File: src/rtl/cdb_broadcaster.sv
// cdb_broadcaster
//   Completion-side producer of the common data bus. Each functional unit
//   has a small FIFO of finished results. A round-robin arbiter picks one
//   non-empty FIFO per cycle and broadcasts its head on the CDB.
//
// Ports
//   clock            system clock, all state changes on the rising edge
//   reset            synchronous active-low reset (0 = reset)
//   squash           ROB mispredict flush; empties every FIFO
//   fu_valid         per unit: a completed result is presented
//   fu_tag           per unit ROB tag, slice [i*TAG_W +: TAG_W]
//   fu_value         per unit result value, slice [i*XLEN +: XLEN]
//   fu_take_branch   per unit resolved branch-taken flag
//   fu_ready         per unit: the FIFO can accept a result this cycle
//   cdb_valid        CDB carries a broadcast this cycle
//   cdb_tag          broadcast ROB tag (0 when idle)
//   cdb_value        broadcast value (0 when idle)
//   cdb_take_branch  broadcast branch outcome (0 when idle)
//   cdb_fu_idx       unit that sourced the broadcast (0 when idle)
module cdb_broadcaster #(
  parameter int NUM_FU    = 4,
  parameter int BUF_DEPTH = 2,
  parameter int TAG_W     = 5,
  parameter int XLEN      = 32
) (
  input  logic                        clock,
  input  logic                        reset,
  input  logic                        squash,
  input  logic [NUM_FU-1:0]           fu_valid,
  input  logic [NUM_FU*TAG_W-1:0]     fu_tag,
  input  logic [NUM_FU*XLEN-1:0]      fu_value,
  input  logic [NUM_FU-1:0]           fu_take_branch,
  output logic [NUM_FU-1:0]           fu_ready,
  output logic                        cdb_valid,
  output logic [TAG_W-1:0]            cdb_tag,
  output logic [XLEN-1:0]             cdb_value,
  output logic                        cdb_take_branch,
  output logic [$clog2(NUM_FU)-1:0]   cdb_fu_idx
);

  localparam int IDX_W = $clog2(NUM_FU);
  localparam int PTR_W = (BUF_DEPTH > 1) ? $clog2(BUF_DEPTH) : 1;
  localparam int CNT_W = $clog2(BUF_DEPTH + 1);

  // Heads of every FIFO, gathered for the output mux.
  logic [TAG_W-1:0] head_tag   [NUM_FU];
  logic [XLEN-1:0]  head_value [NUM_FU];
  logic             head_br    [NUM_FU];
  logic [NUM_FU-1:0] nonempty;

  logic             grant_valid;
  logic [IDX_W-1:0] grant_idx;
  logic [IDX_W-1:0] rr_ptr_reg;
  logic [IDX_W-1:0] rr_ptr_next;

  function automatic logic [PTR_W-1:0] ptr_inc(input logic [PTR_W-1:0] p);
    return (p == PTR_W'(BUF_DEPTH - 1)) ? '0 : p + 1'b1;
  endfunction

  // ---------------------------------------------------------------------
  // Per-unit result FIFOs
  // ---------------------------------------------------------------------
  for (genvar gi = 0; gi < NUM_FU; gi++) begin : g_fu
    logic [TAG_W-1:0] tag_mem   [BUF_DEPTH];
    logic [XLEN-1:0]  value_mem [BUF_DEPTH];
    logic             br_mem    [BUF_DEPTH];
    logic [PTR_W-1:0] head_reg;
    logic [PTR_W-1:0] tail_reg;
    logic [CNT_W-1:0] count_reg;
    logic             push;
    logic             pop;

    // Ready deliberately ignores a same-cycle pop so it never depends on
    // the arbiter outcome.
    assign fu_ready[gi] = reset & ~squash & (count_reg < CNT_W'(BUF_DEPTH));
    assign push         = fu_valid[gi] & fu_ready[gi];
    assign pop          = grant_valid & (grant_idx == IDX_W'(gi));
    assign nonempty[gi] = (count_reg != '0);

    assign head_tag[gi]   = tag_mem[head_reg];
    assign head_value[gi] = value_mem[head_reg];
    assign head_br[gi]    = br_mem[head_reg];

    // Storage has no reset; push is already gated by reset and squash.
    always_ff @(posedge clock) begin
      if (push) begin
        tag_mem[tail_reg]   <= fu_tag[gi*TAG_W +: TAG_W];
        value_mem[tail_reg] <= fu_value[gi*XLEN +: XLEN];
        br_mem[tail_reg]    <= fu_take_branch[gi];
      end
    end

    always_ff @(posedge clock) begin
      if (!reset || squash) begin
        head_reg  <= '0;
        tail_reg  <= '0;
        count_reg <= '0;
      end else begin
        if (push) tail_reg <= ptr_inc(tail_reg);
        if (pop)  head_reg <= ptr_inc(head_reg);
        case ({push, pop})
          2'b10:   count_reg <= count_reg + 1'b1;
          2'b01:   count_reg <= count_reg - 1'b1;
          default: count_reg <= count_reg;
        endcase
      end
    end
  end

  // ---------------------------------------------------------------------
  // Round-robin arbiter: first non-empty unit starting at rr_ptr.
  // NUM_FU is a power of two, so the index wraps by plain overflow.
  // ---------------------------------------------------------------------
  always_comb begin
    logic [IDX_W-1:0] idx;
    grant_valid = 1'b0;
    grant_idx   = '0;
    idx         = '0;
    for (int k = 0; k < NUM_FU; k++) begin
      idx = rr_ptr_reg + IDX_W'(k);
      if (!grant_valid && nonempty[idx]) begin
        grant_valid = 1'b1;
        grant_idx   = idx;
      end
    end
    // No broadcast (and therefore no pop) during reset or squash.
    if (!reset || squash) begin
      grant_valid = 1'b0;
      grant_idx   = '0;
    end
  end

  always_comb begin
    rr_ptr_next = rr_ptr_reg;
    if (grant_valid) rr_ptr_next = grant_idx + 1'b1;
  end

  always_ff @(posedge clock) begin
    if (!reset) rr_ptr_reg <= '0;
    else        rr_ptr_reg <= rr_ptr_next;
  end

  // ---------------------------------------------------------------------
  // CDB outputs, forced to zero when idle
  // ---------------------------------------------------------------------
  always_comb begin
    cdb_valid       = grant_valid;
    cdb_tag         = '0;
    cdb_value       = '0;
    cdb_take_branch = 1'b0;
    cdb_fu_idx      = '0;
    if (grant_valid) begin
      cdb_tag         = head_tag[grant_idx];
      cdb_value       = head_value[grant_idx];
      cdb_take_branch = head_br[grant_idx];
      cdb_fu_idx      = grant_idx;
    end
  end

endmodule

File: config.mk
export PLATFORM = sky130hd
export DESIGN_NAME = cdb_broadcaster
export DESIGN_NICKNAME = d
export VERILOG_FILES = /design/src/rtl/cdb_broadcaster.sv
export SDC_FILE = /design/constraint.sdc
export NUM_CORES = 1
export LEC_CHECK = 0
export CAP_MARGIN = 20
export CELL_PAD_IN_SITES_DETAIL_PLACEMENT = 1
export CELL_PAD_IN_SITES_GLOBAL_PLACEMENT = 1
export CORE_MARGIN = 8
export CORE_UTILIZATION = 50
export CTS_BUF_LIST = sky130_fd_sc_hd__clkbuf_4 sky130_fd_sc_hd__clkbuf_8
export DETAILED_ROUTE_END_ITERATION = 8
export PLACE_DENSITY_LB_ADDON = 0.08
export SYNTH_ARGS = -nofsm -noshare
export SYNTH_HDL_FRONTEND = slang
export SYNTH_SLANG_ARGS = --single-unit
export TNS_END_PERCENT = 20
File: constraint.sdc
create_clock -name clock -period 8.75 [get_ports clock]
set_input_delay 1.3125 -clock clock [delete_from_list [all_inputs] [get_ports clock]]
set_output_delay 1.3125 -clock clock [all_outputs]
set_load 0.03 [all_outputs]
==> results of run 1 <==
==> cell type report <==
cell class	instances	area, µm²
timing repair buffer	217	2160
fill	2413	9370
inverter	3	12.5
clock inverter	18	80.1
sequential	326	9580
clock buffer	78	923
antenna	2	5.00
tap	335	419
multi-input combinational	438	3290
==> critical path, cell delays in order <==
cell and delay [ns]:
clkdlybuf4s50_1 0.50, nand2b_1 0.06, buf_4 0.22, a31oi_1 0.22
clkbuf_4 0.26, o211a_4 0.56, clkinv_2 0.81, nand2_1 0.30
a32o_1 0.22, clkdlybuf4s50_1 0.68
==> layer usage <==
metal  wire (µm)  vias up  global-route usage (%)
met2       17900      265                    38.5
met4         917       16                    7.68
met1       14500     4043                    27.7
met5          92        -                       0
li1            -     3578                       -
met3        2370       78                    5.68
==> power groups by stage <==
stage	Combinational [mW]	Sequential (mW)	Clock, mW
floorplan	0.0825	1.77	0
global placement	0.202	1.77	0
detailed placement	0.209	1.77	0
CTS	0.211	1.74	1.27
global route	0.222	1.74	1.33
finish	0.209	1.74	1.24
==> metrics by stage <==
step                      setup WS, ns  hold WS, ns  utilization (%)  instances  cell area, µm²
after floorplan                   4.42        0.467                -        809           13100
after global placement            2.01        0.494             59.7       1316           15400
after detailed placement          1.84        0.503             59.7       1317           15400
after CTS                         1.82        0.525             63.6       1413           16400
after global routing              2.03        0.561             63.7       1416           16500
final                             2.26        0.520             63.7       1417           16500
==> cells by family after synthesis <==
family	after synthesis	share of synthesized area (%)
xor gates and xnor gates	16	1.07
DFF	326	73.3
AOI/OAI and AO/OA	99	5.85
and+or+nand+nor	159	4.98
buffers and inverters	45	1.95
muxes	156	12.1
adders and majority gates	8	0.767
==> how the worst min path moves through the flow <==
stage | start | end | slack, ns | cells after the start
finish | g_fu[0].head_reg$_SDFFE_PP0P_ | register | 0.52 | 2
global route | g_fu[0].head_reg$_SDFFE_PP0P_ | g_fu[0].head_reg$_SDFFE_PP0P_ | 0.56 | 2
CTS | g_fu[3].head_reg$_SDFFE_PP0P_ | g_fu[3].head_reg$_SDFFE_PP0P_ | 0.52 | 2
detailed placement | g_fu[0].head_reg$_SDFFE_PP0P_ | register | 0.50 | 2
global placement | g_fu[0].head_reg$_SDFFE_PP0P_ | g_fu[0].head_reg$_SDFFE_PP0P_ | 0.49 | 2
floorplan | rr_ptr_reg[0]$_SDFFE_PN0P_ | rr_ptr_reg[0]$_SDFFE_PN0P_ | 0.47 | 2
==> placed cells by master, fill, tap and decap left out, types with 2 or more instances in the layout <==
| master | n |
|---|---|
| nor2_4 | 4 |
| clkinv_1 | 11 |
| mux2i_1 | 144 |
| xor2_1 | 8 |
| o211ai_1 | 4 |
| buf_12 | 2 |
| clkbuf_4 | 25 |
| diode_2 | 2 |
| ha_1 | 8 |
| clkbuf_8 | 54 |
| o21ai_4 | 2 |
| dfxtp_1 | 18 |
| nor4_1 | 2 |
| edfxtp_1 | 304 |
| a21oi_1 | 39 |
| buf_4 | 11 |
| a32o_1 | 34 |
| clkinv_2 | 7 |
| o21ai_0 | 6 |
| nor2_1 | 24 |
| clkdlybuf4s50_1 | 203 |
| o221ai_1 | 4 |
| or3_1 | 4 |
| or2_1 | 2 |
| xnor2_1 | 8 |
| and3_2 | 4 |
| nand2_1 | 112 |
| mux2_2 | 12 |
| and2_1 | 4 |
| dfxtp_4 | 2 |
| inv_1 | 2 |
| dfxtp_2 | 2 |
==> out/results.tsv, run 1 <==
stage	metric	value	unit
cts	hold_buffers	0	
sta	setup-tns-final	0	ns
synth	syn_nets	976	
cts	h-tree-depth	2	
cts	cts-root-buf	clkbuf_8	
setup_path	crit_arrival	5.18	ns
setup_path	regToRegSetupSlack	4.81	ns
synth	async_flop_share	0	%
sta	grt_setup_unrepaired	no	
synth	postSynthAreaPerCell	16.1	µm²
finish	fin_nets	1205	
setup_path	cp.required	7.44	ns
synth	synth_edf_count	304	
power_and_ir_drop	finalPower	3.19	mW
finish	top_regs	g_fu.value_mem (256), g_fu.tag_mem (40)	
synth	synth_seq_cells	326	
setup_path	reg2regPathDepth	10	
sta	hold_violations	0	
synth	synth_most_common_cell	edfxtp_1	
detailed_routing	detail-route-antenna-nets	0	
die	coreArea	0.0258	mm²
sta	setup_viol	0	
cts	post_cts_buffers	0	
grt	antenna_found_initial	9	
finish	drive_above_1_share	12.4	%
detailed_routing	drc_errors	0	
grt	grt_overflow	0	
power_and_ir_drop	p_sw	0.688	mW
finish	largest_register_ffs	256	
setup_path	worstSetupStartpoint	reset	
power_and_ir_drop	ir_drop	128	µV
power_and_ir_drop	powerDensity	194	mW/mm²
synth	syn_inst	809	
synth	ys_seq_area_share	73.3	%
grt	grt_first_pass_wirelength	52.9	mm
sta	post-route-period-util	74.2	%
grt	grt_pass1_vias	8700	
cts	cts_resized	0	
detailed_routing	wl_per_cell	25.3	µm
synth	yosysTopAreaCellShare	69.9	%
detailed_routing	wirelength	35.8	mm
die	start_util	50.5	%
detailed_routing	firstDrtPassIters	5	
hold_path	min-delay-path-class	register to register	
setup_path	start_kind	input port	
power_and_ir_drop	p_sw_share	21.5	%
cts	clk_latency	0.56	ns
synth	synth.cells.most_frequent	edfxtp_1, mux2i_1, nand2_1	
sta	max-slew-margin-rel	29.0	%
synth	synth_area	0.0131	mm²
die	die_h	178	µm
detailed_routing	num_vias	7980	
power_and_ir_drop	p_int	2.51	mW
synth	synth.largest_area_cell	edfxtp_1	
placement	port_buffers	203	
grt	grt_usage	22.6	%
finish	top_register	g_fu.value_mem	
cts	numCtsBuffers	52	
sta	max_freq	154	MHz
die	dieArea	0.0315	mm²
die	die_w	178	µm
power_and_ir_drop	power_frac_seq	54.5	%
die	io_pins	204	
synth	synth_cell_type_count	40	
sta	clock-skew-final	0.0184	ns
setup_path	critPathCaptureType	output pin	
die	rows	59	
cts	cts_buffer_depth	3	
sta	fin_crit	6.49	ns
cts	tritoncts	done	
sta	drv_slew	0	
power_and_ir_drop	power_leakage	5.23	nW
job	drv_cap	0	
finish	syn_to_final_growth	26.2	%
synth	yosysWarnings	0	
setup_path	timing.rr.end	g_fu[2].count_reg[1]$_SDFFE_PP0P_	
placement	dp_hpwl	22.9	mm
setup_path	crit_type	input port to output pin	
detailed_routing	viasPerCell	5.63	
placement	gp_congestion	0.755	
power_and_ir_drop	p_comb_share	6.5	%
detailed_routing	drt_iter0_markers	408	
synth	synth_area_leaders	edfxtp_1, mux2i_1, dfxtp_1	
sta	worst_pin_slew	1.06	ns
setup_path	crit_end	cdb_value[30]	
setup_path	worstReg2RegStart	g_fu[1].count_reg[1]$_SDFFE_PP0P_	
power_and_ir_drop	clock_power_share	39.0	%
cts	cts.sinks	326	
cts	cts.clk_slew.worst_paths	0.06	ns
run_status	status	completed	
setup_path	crit_fanout	41	
grt	grt_max_degree	43	
synth	yosys_most_used_dff	edfxtp_1	
(Power assumes the default switching activity.)
==> inputs of run 2 (changes only) <==
Settings changed: CORE_UTILIZATION 50 to 47.
Clock period 8.75 ns to 6.2 ns, I/O delays scaled along.
==> run 2 against run 1 <==
Clock skew fell by 0.0030 ns. First-iteration DRC count shrank 11%. Final cell count is 2.4% higher. Die area grew 5.8%. Hold slack improved by 0.0058 ns. Total power rose by 41%. Count of clock-buffer cells in the layout decreased by 3. Flip-flop and latch count did not move. Global-route usage fell by 1.9 points. Setup slack got worse by 0.90 ns. Register-to-register slack got worse by 2.2 ns. Combinational power up 41%.
==> out/results.tsv, run 2 (synthesis results as in run 1) <==
stage	metric	value	unit	change
run_status	status	completed		unchanged
cts	numCtsBuffers	54		was 52
placement	dp_hpwl	23.0	mm	was 22.9 mm
cts	cts-root-buf	clkbuf_8		unchanged
grt	grt_first_pass_wirelength	51.9	mm	was 52.9 mm
detailed_routing	drc_errors	0		unchanged
detailed_routing	drt_iter0_markers	363		was 408
cts	post_cts_buffers	0		unchanged
placement	gp_congestion	0.746		was 0.755
sta	max-slew-margin-rel	28.1	%	was 29.0%
detailed_routing	viasPerCell	5.37		was 5.63
power_and_ir_drop	clock_power_share	38.9	%	was 39.0%
cts	cts_resized	0		unchanged
finish	top_regs	g_fu.value_mem (256), g_fu.tag_mem (40)		unchanged
die	rows	61		was 59
placement	pre_cts_ws	1.34	ns	was 1.84 ns
sta	clock-skew-final	0.0154	ns	was 0.0184 ns
detailed_routing	detail-route-antenna-nets	0		unchanged
detailed_routing	wirelength	34.8	mm	was 35.8 mm
die	dieArea	0.0334	mm²	was 0.0315 mm²
placement	port_buffers	203		unchanged
power_and_ir_drop	power_leakage	5.29	nW	was 5.23 nW
sta	drv_slew	0		unchanged
power_and_ir_drop	ir_drop	179	µV	was 128 µV
power_and_ir_drop	powerDensity	274	mW/mm²	was 194 mW/mm²
setup_path	cp.required	5.27	ns	was 7.44 ns
sta	layout_setup_ws	1.35	ns	was 2.26 ns
power_and_ir_drop	p_sw_share	21.1	%	was 21.5%
finish	syn_to_final_growth	25.9	%	was 26.2%
setup_path	critPathCaptureType	output pin		unchanged
setup_path	start_kind	input port		unchanged
grt	grt_max_degree	39		was 43
power_and_ir_drop	finalPower	4.50	mW	was 3.19 mW
cts	cts.clk_slew.worst_paths	0.06	ns	about the same
die	start_util	47.4	%	was 50.5%
die	coreArea	0.0276	mm²	was 0.0258 mm²
sta	setup-tns-final	0	ns	unchanged
job	drv_cap	0		unchanged
die	die_h	183	µm	was 178 µm
sta	hold_violations	0		unchanged
placement	dpl_cell_area	0.0155	mm²	was 0.0154 mm²
cts	cts.sinks	326		unchanged
finish	drive_above_1_share	15.5	%	was 12.4%
power_and_ir_drop	p_int	3.55	mW	was 2.51 mW
grt	grt_usage	20.7	%	was 22.6%
finish	layout_commonest_cell	edfxtp_1		unchanged
finish	largest_register_ffs	256		unchanged
setup_path	crit_type	input port to output pin		unchanged
detailed_routing	num_vias	7789		was 7980
grt	antenna_found_initial	2		was 9
finish	final_core_util	59.6	%	was 63.7%
cts	hold_buffers	0		unchanged
grt	grt_pass1_vias	8662		was 8700
finish	final_cell_mix	edfxtp_1, clkdlybuf4s50_1, mux2i_1		unchanged
finish	final_area	0.0164	mm²	was 0.0165 mm²
finish	top_register	g_fu.value_mem		unchanged
sta	holdWs	0.526	ns	was 0.520 ns
detailed_routing	firstDrtPassIters	5		unchanged
cts	clk_latency	0.56	ns	about the same
hold_path	min-delay-path-class	register to register		unchanged
finish	fin_nets	1211		was 1205
sta	worst_pin_slew	1.08	ns	was 1.06 ns
cts	h-tree-depth	2		unchanged
sta	setup_viol	0		unchanged
grt	grt_overflow	0		unchanged
placement	place_inst	1366		was 1317
finish	fill_cells	2608		was 2413
sta	grt_setup_unrepaired	no		unchanged
sta	max_freq	206	MHz	
sta	fin_crit	4.85	ns	
finish	fin_cells	1451		was 1417
setup_path	crit_arrival	3.92	ns	was 5.18 ns
setup_path	crit_fanout	36		was 41
power_and_ir_drop	p_sw	0.949	mW	was 0.688 mW
detailed_routing	wl_per_cell	24.0	µm	was 25.3 µm
cts	tritoncts	done		unchanged
cts	cts_buffer_depth	3		unchanged
die	die_w	183	µm	was 178 µm
power_and_ir_drop	power_frac_seq	54.6	%	was 54.5%
power_and_ir_drop	p_comb_share	6.5	%	about the same
die	io_pins	204		unchanged
sta	post-route-period-util	78.2	%	
run 2: changes by cell type in the layout (fill, tap and decap cells not counted), sizes merged:
| cell | before | now |
|---|---|---|
| buf | 13 | 52 |
| clkdlybuf4s50 | 203 | 169 |
| bufinv | 0 | 1 |
| clkbuf | 79 | 75 |
| clkinv | 18 | 7 |
run 2: worst max-delay path, stage by stage:
cell and delay (ns):
clkdlybuf4s50_1 0.50, nand2b_1 0.27, a31oi_1 0.25, buf_4 0.22
o211a_4 0.40, clkinv_2 0.67, nand2_1 0.26, a32o_1 0.22
buf_4 0.17
run 2: final timing paths:
check	startpoint	to	slack [ns]	cells after the start
worst max register to register	g_fu[0].count_reg[1]$_SDFFE_PP0P_	g_fu[2].count_reg[1]$_SDFFE_PP0P_	2.60	9
worst max-delay path	reset	cdb_value[26]	1.35	9
worst min register to register	g_fu[2].head_reg$_SDFFE_PP0P_	g_fu[2].head_reg$_SDFFE_PP0P_	0.53	2
worst min-delay path	g_fu[2].head_reg$_SDFFE_PP0P_	g_fu[2].head_reg$_SDFFE_PP0P_	0.53	2
run 2: area by class of cell:
type,count,area (µm²),share of cell area [%]
well taps,378,473,2.88
inverters,3,12.5,0.0762
flip-flops and latches,326,9570,58.3
multi-input cells,438,3290,20.0
repair buffers,221,2110,12.8
diodes,2,5.00,0.0305
clock buffers,75,907,5.52
clock inverters,8,63.8,0.388
run 2: per-layer routing:
layer	vias to the layer above	part of all wire [%]	GRT usage, %
met2	253	50	35.8
li1	3570	-	-
met4	0	1.9	6.13
met3	52	6.0	4.24
met1	3914	42	25.9
met5	-	0	0
run 2: power by group through the flow:
stage	logic, mW	registers, mW	clock network [mW]
2_1_floorplan	0.116	2.50	0
3_3_place_gp	0.288	2.50	0
3_5_place_dp	0.296	2.50	0
4_1_cts	0.297	2.46	1.80
5_1_grt	0.314	2.46	1.89
6_report	0.294	2.46	1.75
